`src/rtl/sync_cnter_mod.sv`:
```
// ---------------------------------------------------------------------------
// sync_cnter_mod
//   Parametrised synchronous modulo-MODULUS up/down counter. Every flop is
//   clocked by clk_i, so there is no ripple skew between bits. Instances can
//   be chained by feeding one digit's tc_o into the next digit's en_i.
//
// Parameters
//   WIDTH    counter width in bits (>= 1)
//   MODULUS  count range 0..MODULUS-1 (2 <= MODULUS <= 2**WIDTH)
//   RST_VAL  value forced while reset is asserted (< MODULUS)
//
// Ports
//   clk_i   counter clock, rising edge
//   rst_i   asynchronous reset, active-low
//   clr_i   synchronous clear to 0             (highest priority)
//   ld_i    synchronous load of d_i, clamped to MODULUS-1
//   d_i     load value
//   en_i    count enable / cascade input       (lowest priority)
//   dir_i   1 = count up, 0 = count down
//   sat_i   1 = stop at the terminal value, 0 = wrap around
//   cnt_o   registered count
//   tc_o    combinational terminal count, drives the next digit's en_i
//   wrap_o  registered one-cycle pulse following each wrap
// ---------------------------------------------------------------------------
module sync_cnter_mod #(
  parameter int WIDTH   = 4,
  parameter int MODULUS = 16,
  parameter int RST_VAL = 0
) (
  input  logic             clk_i,
  input  logic             rst_i,
  input  logic             clr_i,
  input  logic             ld_i,
  input  logic [WIDTH-1:0] d_i,
  input  logic             en_i,
  input  logic             dir_i,
  input  logic             sat_i,
  output logic [WIDTH-1:0] cnt_o,
  output logic             tc_o,
  output logic             wrap_o
);

  // Terminal value truncated to WIDTH so MODULUS = 2**WIDTH gives all-ones
  // and the wrap becomes the natural binary rollover.
  localparam logic [WIDTH-1:0] MAX_VAL = WIDTH'(MODULUS - 1);
  localparam logic [WIDTH-1:0] RST_CNT = WIDTH'(RST_VAL);
  localparam logic [WIDTH-1:0] ONE     = WIDTH'(1);

  logic [WIDTH-1:0] cnt_q, cnt_d;
  logic             wrap_q, wrap_d;
  logic             at_max, at_zero, term;

  assign at_max  = (cnt_q == MAX_VAL);
  assign at_zero = (cnt_q == '0);
  assign term    = dir_i ? at_max : at_zero;

  // Next-state: clr > ld > en > hold. Increments only happen below MAX_VAL
  // and decrements only above zero, so no intermediate exceeds WIDTH bits.
  always_comb begin
    // NOTE: every output gets a default first, so no path can infer a latch.
    cnt_d  = cnt_q;
    wrap_d = 1'b0;
    if (clr_i) begin
      cnt_d = '0;
    end else if (ld_i) begin
      cnt_d = (d_i > MAX_VAL) ? MAX_VAL : d_i;
    end else if (en_i) begin
      if (dir_i) begin
        if (!at_max) begin
          cnt_d = cnt_q + ONE;
        end else if (!sat_i) begin
          cnt_d  = '0;
          wrap_d = 1'b1;
        end
      end else begin
        if (!at_zero) begin
          cnt_d = cnt_q - ONE;
        end else if (!sat_i) begin
          cnt_d  = MAX_VAL;
          wrap_d = 1'b1;
        end
      end
    end
  end

  always_ff @(posedge clk_i or negedge rst_i) begin
    if (!rst_i) begin
      cnt_q  <= RST_CNT;
      wrap_q <= 1'b0;
    end else begin
      // NOTE: non-blocking assignments so all flops update from pre-edge values.
      cnt_q  <= cnt_d;
      wrap_q <= wrap_d;
    end
  end

  assign cnt_o  = cnt_q;
  assign wrap_o = wrap_q;
  // Gated by rst_i: while held in reset the count may sit at a terminal value,
  // but the cascade must stay quiet.
  assign tc_o   = rst_i & en_i & ~clr_i & ~ld_i & term;

endmodule

```
`config.mk`:
```
export PLATFORM = sky130hd
export DESIGN_NAME = sync_cnter_mod
export DESIGN_NICKNAME = d
export VERILOG_FILES = /design/src/rtl/sync_cnter_mod.sv
export SDC_FILE = /design/constraint.sdc
export NUM_CORES = 1
export LEC_CHECK = 0
export ABC_AREA = 1
export BUFFER_PORTS_ARGS = -buffer_cell sky130_fd_sc_hd__buf_2
export CORE_AREA = 2 2 39 41
export DETAILED_ROUTE_END_ITERATION = 12
export DIE_AREA = 0 0 41 43
export GPL_TIMING_DRIVEN = 1
export PLACE_DENSITY = 0.76
export SLEW_MARGIN = 25
export SYNTH_ARGS = -nofsm -noshare
export SYNTH_HDL_FRONTEND = slang
export SYNTH_SLANG_ARGS = --single-unit
```
`constraint.sdc`:
```
create_clock -name clk_i -period 1.35 [get_ports clk_i]
set_input_delay 0.0675 -clock clk_i [delete_from_list [all_inputs] [get_ports clk_i]]
set_output_delay 0.0675 -clock clk_i [all_outputs]
set_load 0.03 [all_outputs]
```
# Word-level counts from Yosys, hierarchy flattened
# Index checks and enable logic that the tools add are counted.
word_totals:
  output_inout_bits: 6
  ff_bits: 5
op_classes:
  magnitude_cmp: 1
  n_mux: 17
  reduce_logical: 3
  n_addsub: 2
  n_bitwise: 6
  n_eq_ne: 3
op_table:
  columns: ["cell", "n"]
  rows:
  - ["$mux 4", 9]
  - ["$ne 5x5->1 const B", 2]
  - ["$mux 1", 8]
  - ["$add 4x1->4 const B", 1]
  - ["$and 1x1->1", 4]
  - ["$eq 4x4->1 const B", 1]
  - ["$gt 4x4->1 const B", 1]
  - ["$logic_not 4->1", 1]
  - ["$sub 4x1->4 const B", 1]
  - ["$reduce_and 3->1", 1]
  - ["$reduce_bool 3->1", 1]
  - ["$not 1->1", 2]

# Depth between registers and ports, before layout
# Gate-level depths: netlist of the first run.
logic_depth:
  depth_word: 6
  ltp_mapped: 10

# Worst setup path after synthesis of the first run
# OpenSTA, ideal clock, no wires.
synth_timing:
  path_type: "flip-flop to output port"
  startpoint: "register cnt_q[1] (netlist: cnt_o[1])"
  endpoint: "output tc_o"
  arrival_ps: 1598
  required_ps: 1283
  stages_incl_launch_ff: 6
  setup_slack_ps: -315
  path_cell_list: "dfrtp_1 ha_1 nand3_2 a21oi_1 nand3b_1 nor2_1"
synth_via:
  elab_chain_len: 3
  elab_cells_between_ends: 4
  classes_between: "eq/ne (1); mux (1); bitwise (1); reduce/logical (1)"
synth_rtl:
  columns: ["element", "line_no", "rtl"]
  rows:
  - ["start, declared", "49", "logic [WIDTH-1:0] cnt_q, cnt_d;"]
  - ["start signal, assigned", "92", "cnt_q <= cnt_d;"]
  - ["$eq 4x4->1 or $logic_not 4->1 (tied branches)", "53, 54", null]
  - ["$mux 1 (*)", "55", "assign term = dir_i ? at_max : at_zero;"]
  - ["$and 1x1->1 (*)", "101", "assign tc_o = rst_i & en_i & ~clr_i & ~ld_i & term;"]
  - ["end, declared", "39", "output logic tc_o,"]
# Every way passes the cells marked *; elsewhere a longest branch is shown, timed or not.

# Worst setup path in the final report of the first run
layout_timing:
  startpoint: "register cnt_q[0] (netlist: cnt_o[0])"
  endpoint: "output tc_o"
# Same word-level chain as after synthesis.

==> impl_results.md, run 1 <==
- Slew Limit Fails: 0
- Final Instance Area: 797.0 um2
- Synth Area in Adders: 0.05025
- Commonest non-fill, non-tap cell in the layout: nand2_1
- Fmax: about 0.66 GHz
- Compound-Gate Fraction of Synth Area: 0.1055
- DRT antenna net count: 0
- Tot GR Track Use: 0.1769
- Max-Cap Viols: 0
- Failing checks: setup timing
- Max incr delay on CP: about 0.43 ns
- DRC: 0
- WS Path Type: reg -> out
- Worst Skew: between 0.005 and 0.006 ns
- RSZ-0062 raised after global routing: yes
- Crit path max-delay family: flip-flops
- Diodes inserted: 0
- Post-Synth XOR/XNOR Area: 0
- Pwr Density: around 850 nW/um2
- CORE AREA: about 1400 um2
- Leakage: 0.4061 nW
- CTS tree: done
- Max VDD drop: between 0.0008 and 0.0009 V
- Tmin final: about 1.5 ns
- Final WS setup: -0.1685 ns
- DRT Wirelength: approximately 1400 um
- Worst-path clk slew: 0.04 ns
- DRT iter0 DRCs: 9
- CP max stage cell: dfrtp_2
- Row count: 14
- Worst EP arrival: roughly 1.5 ns
- Nets: 124
- Outcome: complete, but fails checks
- Initial Util: 0.3599
- CP max FO: 3
- Commonest cells after routing, fill and taps aside: nand2_1, buf_2, buf_4
- Final Hold Viols: 0
- Tcrit/Tclk final: 1.125
- Worst setup EP type: output pin
- Tightest Hold Check Type: in -> reg
- Post-Place Setup Slack: -0.002640 ns
- Post-synthesis cell type count: 21
- I/O pin count: 17
- Sequential cell area: about 130 um2
- Router iterations before antenna repair: 4
- Vias: 612
- Total gr overflow: 0
- Synth-to-layout area growth: 60.05%
- Fillcell total: 125
- Largest family of logic cells by synthesized area: simple AND/OR/NAND/NOR gates
- Wire per inst: ~11 um
- CTS buffer count: 3
- Final setup violating endpoints: 1
- CP required: 1.28 ns
- Post-Syn Area: 498.0 um2
- Vias in the first global route: between 500 and 600
- Synth Area in Simple Gates: 0.4950
- Cell Chain, Critical Path: inv_2 -> ha_4 -> a21oi_4 -> a21oi_2 -> nand3b_1 -> nor2_4 -> buf_6
- Least-Margin Pin Slew: a little over 0.2 ns
- Max-Slew Margin vs Limit: 0.8654
- Clk sinks: 5
- Multi-input gate area: roughly 400 um2
- WP buf/inv: 2
- Mean post-synth cell area: 6.384 um2
- Worst skew pair latency: about 0.25 ns
- #FFs+latches synth: 5
- H-tree Lvls: 1
- Die X: 41 um
- Startpoint class of the critical path: flip-flop
- Via density: approximately 4.9
- First-pass GRT wire length: 2118 um
- Post-DP HPWL: around 1000 um
- Die Ht: roughly 43 um
- Root Buffer: clkbuf_4
- Reg-to-reg slack, setup: roughly 0.010 ns
- Synthesized Nets: a little over 90
- # port buffers: 16
- RePlAce Congestion: between 0.9 and 1
- Yosys warnings: 0
- Cells after Synth: 78
- Mux cell area share after synthesis: 0
- CTS max path bufs: 2
- Initial antenna violation count: 0
- Sequential fraction of the synthesis area: 0.2513
- Layout cells sized above 1: 0.5273
- Setup TNS: -0.1685 ns
- Die area: approximately 1800 um2
- Dpl cell area: approximately 670 um2
- Largest net degree at the start of global routing: 9
==> worst register-to-register path: stages (launching register included) <==
cell and delay (ns):
dfrtp_2 0.40, inv_2 0.06, ha_4 0.16, a21oi_4 0.14
buf_4 0.13, buf_4 0.09, nand2_1 0.04, nand2_1 0.05
nand2_1 0.05, nand2_1 0.06, nand2_1 0.05
==> flip-flops by register name, indices dropped and copies added (netlist names) <==
name and cells:
cnt_o 4, wrap_o 1
==> report_power, final <==
group	internal, mW	switching, mW	total [mW]
Sequential	0.165	0.0210	0.186
Clock	0.112	0.0653	0.177
Combinational	0.140	0.173	0.312
==> area by class of cell <==
| class | instances | area share |
|---|---|---|
| Inverter | 9 | 0.04239 |
| Tap cell | 16 | 0.02512 |
| Timing Repair Buffer | 30 | 0.2433 |
| Sequential cell | 5 | 0.1601 |
| Multi-Input combinational cell | 62 | 0.4961 |
| Clock buffer | 4 | 0.03297 |
==> cell usage after synthesis <==
library cell  instances  area (um2)
nand2_2               2       12.51
nand3_2               1       10.01
inv_2                 4       15.01
a21oi_1               4       20.02
dfrtp_1               5       125.1
nand3b_1              1       7.510
ha_1                  2       25.02
buf_4                 2       15.01
o21ai_1               3       15.01
nand3_1               6       30.03
nand3_4               1       17.52
or2_4                 1       8.760
nand2_1              24       90.09
o21ai_0               2       10.01
o211ai_1              1       7.510
nor2_1                9       33.78
or2_1                 1       6.260
nand2_4               1       11.26
inv_1                 5       18.77
nor2_2                2       12.51
nand4_1               1       6.260
==> through the flow <==
stage / hold slack (ns) / cells / util / power [mW]
CTS: 0.003160 / 125 / 0.5570 / 0.6642
global placement: -0.1040 / 116 / 0.4810 / 0.4365
global route: 0.01039 / 126 / 0.5759 / 0.7207
floorplan: -0.2281 / 78 / - / 0.3487
detailed placement: -0.1057 / 116 / 0.4810 / 0.4417
finish: 0.01743 / 126 / 0.5759 / 0.6760
==> metal layers <==
layer / wire length (um) / track usage
met3: 104 / 0.06283
met1: 588 / 0.2000
met4: 23 / 0.04667
met2: 710 / 0.2969
met5: 0 / 0
==> repair_timing <==
action | 4_1_cts | 5_1_grt
buffers inserted | 4 | 2
endpoints found under the setup margin | 1 | 6
resized for setup | 9 | 6
pin swaps | 5 | 3
hold buffers | 1 | 0
hold endpoints to repair | 5 | 0
==> cell families (layout without fill, tap and decap cells) <==
group | after synthesis | count (layout)
AND/OR/NAND/NOR | 50 | 50
buffers and inverters | 11 | 43
adder cells (fa/ha/maj) | 2 | 2
flip-flops | 5 | 5
AO/OA/AOI/OAI | 10 | 10
==> final timing paths <==
check                      endpoint  startpoint  cells past startpoint
max                            tc_o    cnt_o[0]                      7
min                          wrap_o       sat_i                      2
min in group asynchronous  cnt_o[2]       rst_i                      2
min reg2reg                cnt_o[0]    cnt_o[0]                      3
max in group asynchronous  cnt_o[1]       rst_i                      2
max reg2reg                cnt_o[3]    cnt_o[0]                     10
Power figures use the tool's default switching activity.
==> run 2, diff against run 1 <==
==> constraint.sdc (replaced) <==
create_clock -name clk_i -period 1.35 [get_ports clk_i]
set_input_delay 0.27 -clock clk_i [delete_from_list [all_inputs] [get_ports clk_i]]
set_output_delay 0.27 -clock clk_i [all_outputs]
set_load 0.03 [all_outputs]
==> run 2 against run 1 <==
Against the previous run: the flow still finishes with violations (setup timing); worst hold slack improved by 0.20 ns; cell area up 5.2%; core utilization increased by 3.0 points; register-to-register slack barely moved; critical endpoint unchanged; highest routed layer unchanged; worst setup slack got worse by 0.21 ns; global-route usage increased by 1.4 points; sequential cell count did not move; final cell count increased by 3.2%.
==> impl_results.md, run 2 (synthesized netlist as in run 1, its figures left out) <==
- Outcome: complete, but fails checks
- Failing checks: setup timing
- CP max FO: 3
- Max VDD drop: between 0.0005 and 0.0006 V
- Worst skew pair latency: around 0.25 ns
- Clk sinks: 5
- # port buffers: 16
- DRC: 0
- Final WS setup: -0.3809 ns
- Pwr Density: 835.2 nW/um2
- Slew Limit Fails: 0
- Least-Margin Pin Slew: between 0.2 and 0.25 ns
- Nets: ~130
- Pwr Total: between 700 and 800 uW
- Worst EP arrival: approximately 1.5 ns
- Largest net degree at the start of global routing: 9
- CTS buffer count: 3
- CTS max path bufs: 2
- Post-DP HPWL: ~1100 um
- Tmin final: about 1.7 ns
- RSZ-0062 raised after global routing: yes
- Worst setup EP type: output pin
- Die X: between 40 and 50 um
- Synth-to-layout area growth: 68.34%
- Max-Slew Margin vs Limit: 0.8409
- Initial antenna violation count: 0
- H-tree Lvls: 1
- Worst hold stages: 2
- Sequential cell area: approximately 130 um2
- Initial Util: 0.3599
- WS Path Type: reg -> out
- Diodes inserted: 0
- Reg power frac: 0.266
- Final cell count without fillers: 130
- Tcrit/Tclk final: 1.282
- Final hold slack: roughly 0.22 ns
- DRT Wirelength: about 1400 um
- Final setup violating endpoints: 3
- Fmax: a little under 0.6 GHz
- Max-Cap Viols: 0
- Cell mode on critical path: a21oi_2
- Comb power frac: 0.478
- Commonest cells after routing, fill and taps aside: nand2_1, buf_4, buf_2, nor2_1
- Vias in the first global route: roughly 570
- Die area: 1763 um2
- Layout Utilization: 0.6058
- Multi-input gate area: between 300 and 400 um2
- First-pass GRT wire length: 2249 um
- Final Hold Viols: 0
- Vias: 612
- Clock power frac: 0.256
- Wire per inst: ~11 um
- CORE AREA: about 1400 um2
- Max reg flops: 4
- DRT iter0 DRCs: 9
- Cell Chain, Critical Path: inv_2 -> ha_4 -> a21oi_2 -> a21oi_2 -> nand3b_1 -> nor2_4 -> buf_6
- Layout cells sized above 1: 0.5614
- Root Buffer: clkbuf_4
- Worst Reg-to-Reg Cells: 10
- Total gr overflow: 0
- Post-Place Setup Slack: -0.2425 ns
- DRT antenna net count: 0
- Placed cells: between 100 and 150
- CTS tree: done
- Pint: ~440 uW
- Fillcell total: between 100 and 150
- Die Ht: between 40 and 50 um
- Leakage: roughly 0.43 nW
- Tot GR Track Use: 0.1907
- Row count: 14
- Router iterations before antenna repair: 4
- Worst-path clk slew: 0.05 ns
- CP max stage cell: dfrtp_2
- Via density: about 4.7
- RePlAce Congestion: between 0.7 and 0.8
- CP required: 1.08 ns
- P_sw: between 200 and 300 uW
- Sw Share: 0.3732
- Tightest Hold Check Type: in -> reg
- I/O pin count: 17
- Max incr delay on CP: around 0.43 ns
- Commonest non-fill, non-tap cell in the layout: nand2_1
- Worst Skew: ~0.0045 ns
- Startpoint class of the critical path: flip-flop
## run 2: cell types whose count changed in the layout (fill, tap and decap cells not counted), moves of 2 or more
cell     change
buf_6        +3
dfrtp_2      +2
dfrtp_1      -2
buf_4        +3
buf_2        -2
## run 2: worst max-delay path, delay by kind of cell (launching register included)
family / cells / cell delay (ns)
AOI/OAI and AO/OA: 2 / 0.17
adders and majority gates: 1 / 0.13
and+or+nand+nor: 2 / 0.26
buffers and inverters: 2 / 0.22
DFF: 1 / 0.43
## run 2: layer usage
metal / wire [um] / GRT usage / part of all wire / vias to the layer above
li1: - / - / - / 324
met1: 572 / 0.2124 / 0.40 / 266
met2: 752 / 0.3156 / 0.53 / 20
met3: 67 / 0.02618 / 0.047 / 2
met4: 25 / 0.1200 / 0.018 / 0
met5: 0 / 0 / 0 / -
## run 2: final cells by class
cell class | instances | area share
Multi-Input combinational cell | 62 | 0.4627
Timing Repair Buffer | 34 | 0.2866
Sequential cell | 5 | 0.1552
Inverter | 9 | 0.04030
Clock buffer | 4 | 0.03134
Tap cell | 16 | 0.02388
## run 2: path summary, 6_finish.rpt
path / startpoint / end / slack (ns)
worst min register to register: cnt_o[3] / cnt_o[3] / 0.56
worst min-delay path: sat_i / wrap_o / 0.22
max in group asynchronous: rst_i / cnt_o[3] / 0.71
worst max register to register: cnt_o[0] / cnt_o[3] / 0.01
worst max-delay path: cnt_o[0] / tc_o / -0.38
min in group asynchronous: rst_i / cnt_o[1] / 0.42
## run 2: repair_timing
action	CTS	global route
endpoints found under the hold margin	5	0
hold buffers	1	0
pin swaps	2	5
buffers inserted	3	1
gates resized for setup	7	8
setup endpoints to repair	1	8
## run 2: per-stage QoR
step | TNS (ns) | cell area [um2]
after floorplan | -0.2017 | 546.8
after CTS | -0.4031 | 807.0
after detailed placement | -0.2425 | 725.7
final | -0.5195 | 838.3
after global placement | -0.1948 | 725.7
after global routing | -0.7748 | 838.3
## run 2: power by group through the flow
stage                     registers (mW)  clock network [mW]  logic, mW
after floorplan                    0.219                   0      0.146
after global placement             0.189                   0      0.278
after detailed placement           0.190                   0      0.283
after CTS                          0.186               0.186      0.313
after global routing               0.189               0.190      0.366
final                              0.186               0.179      0.335
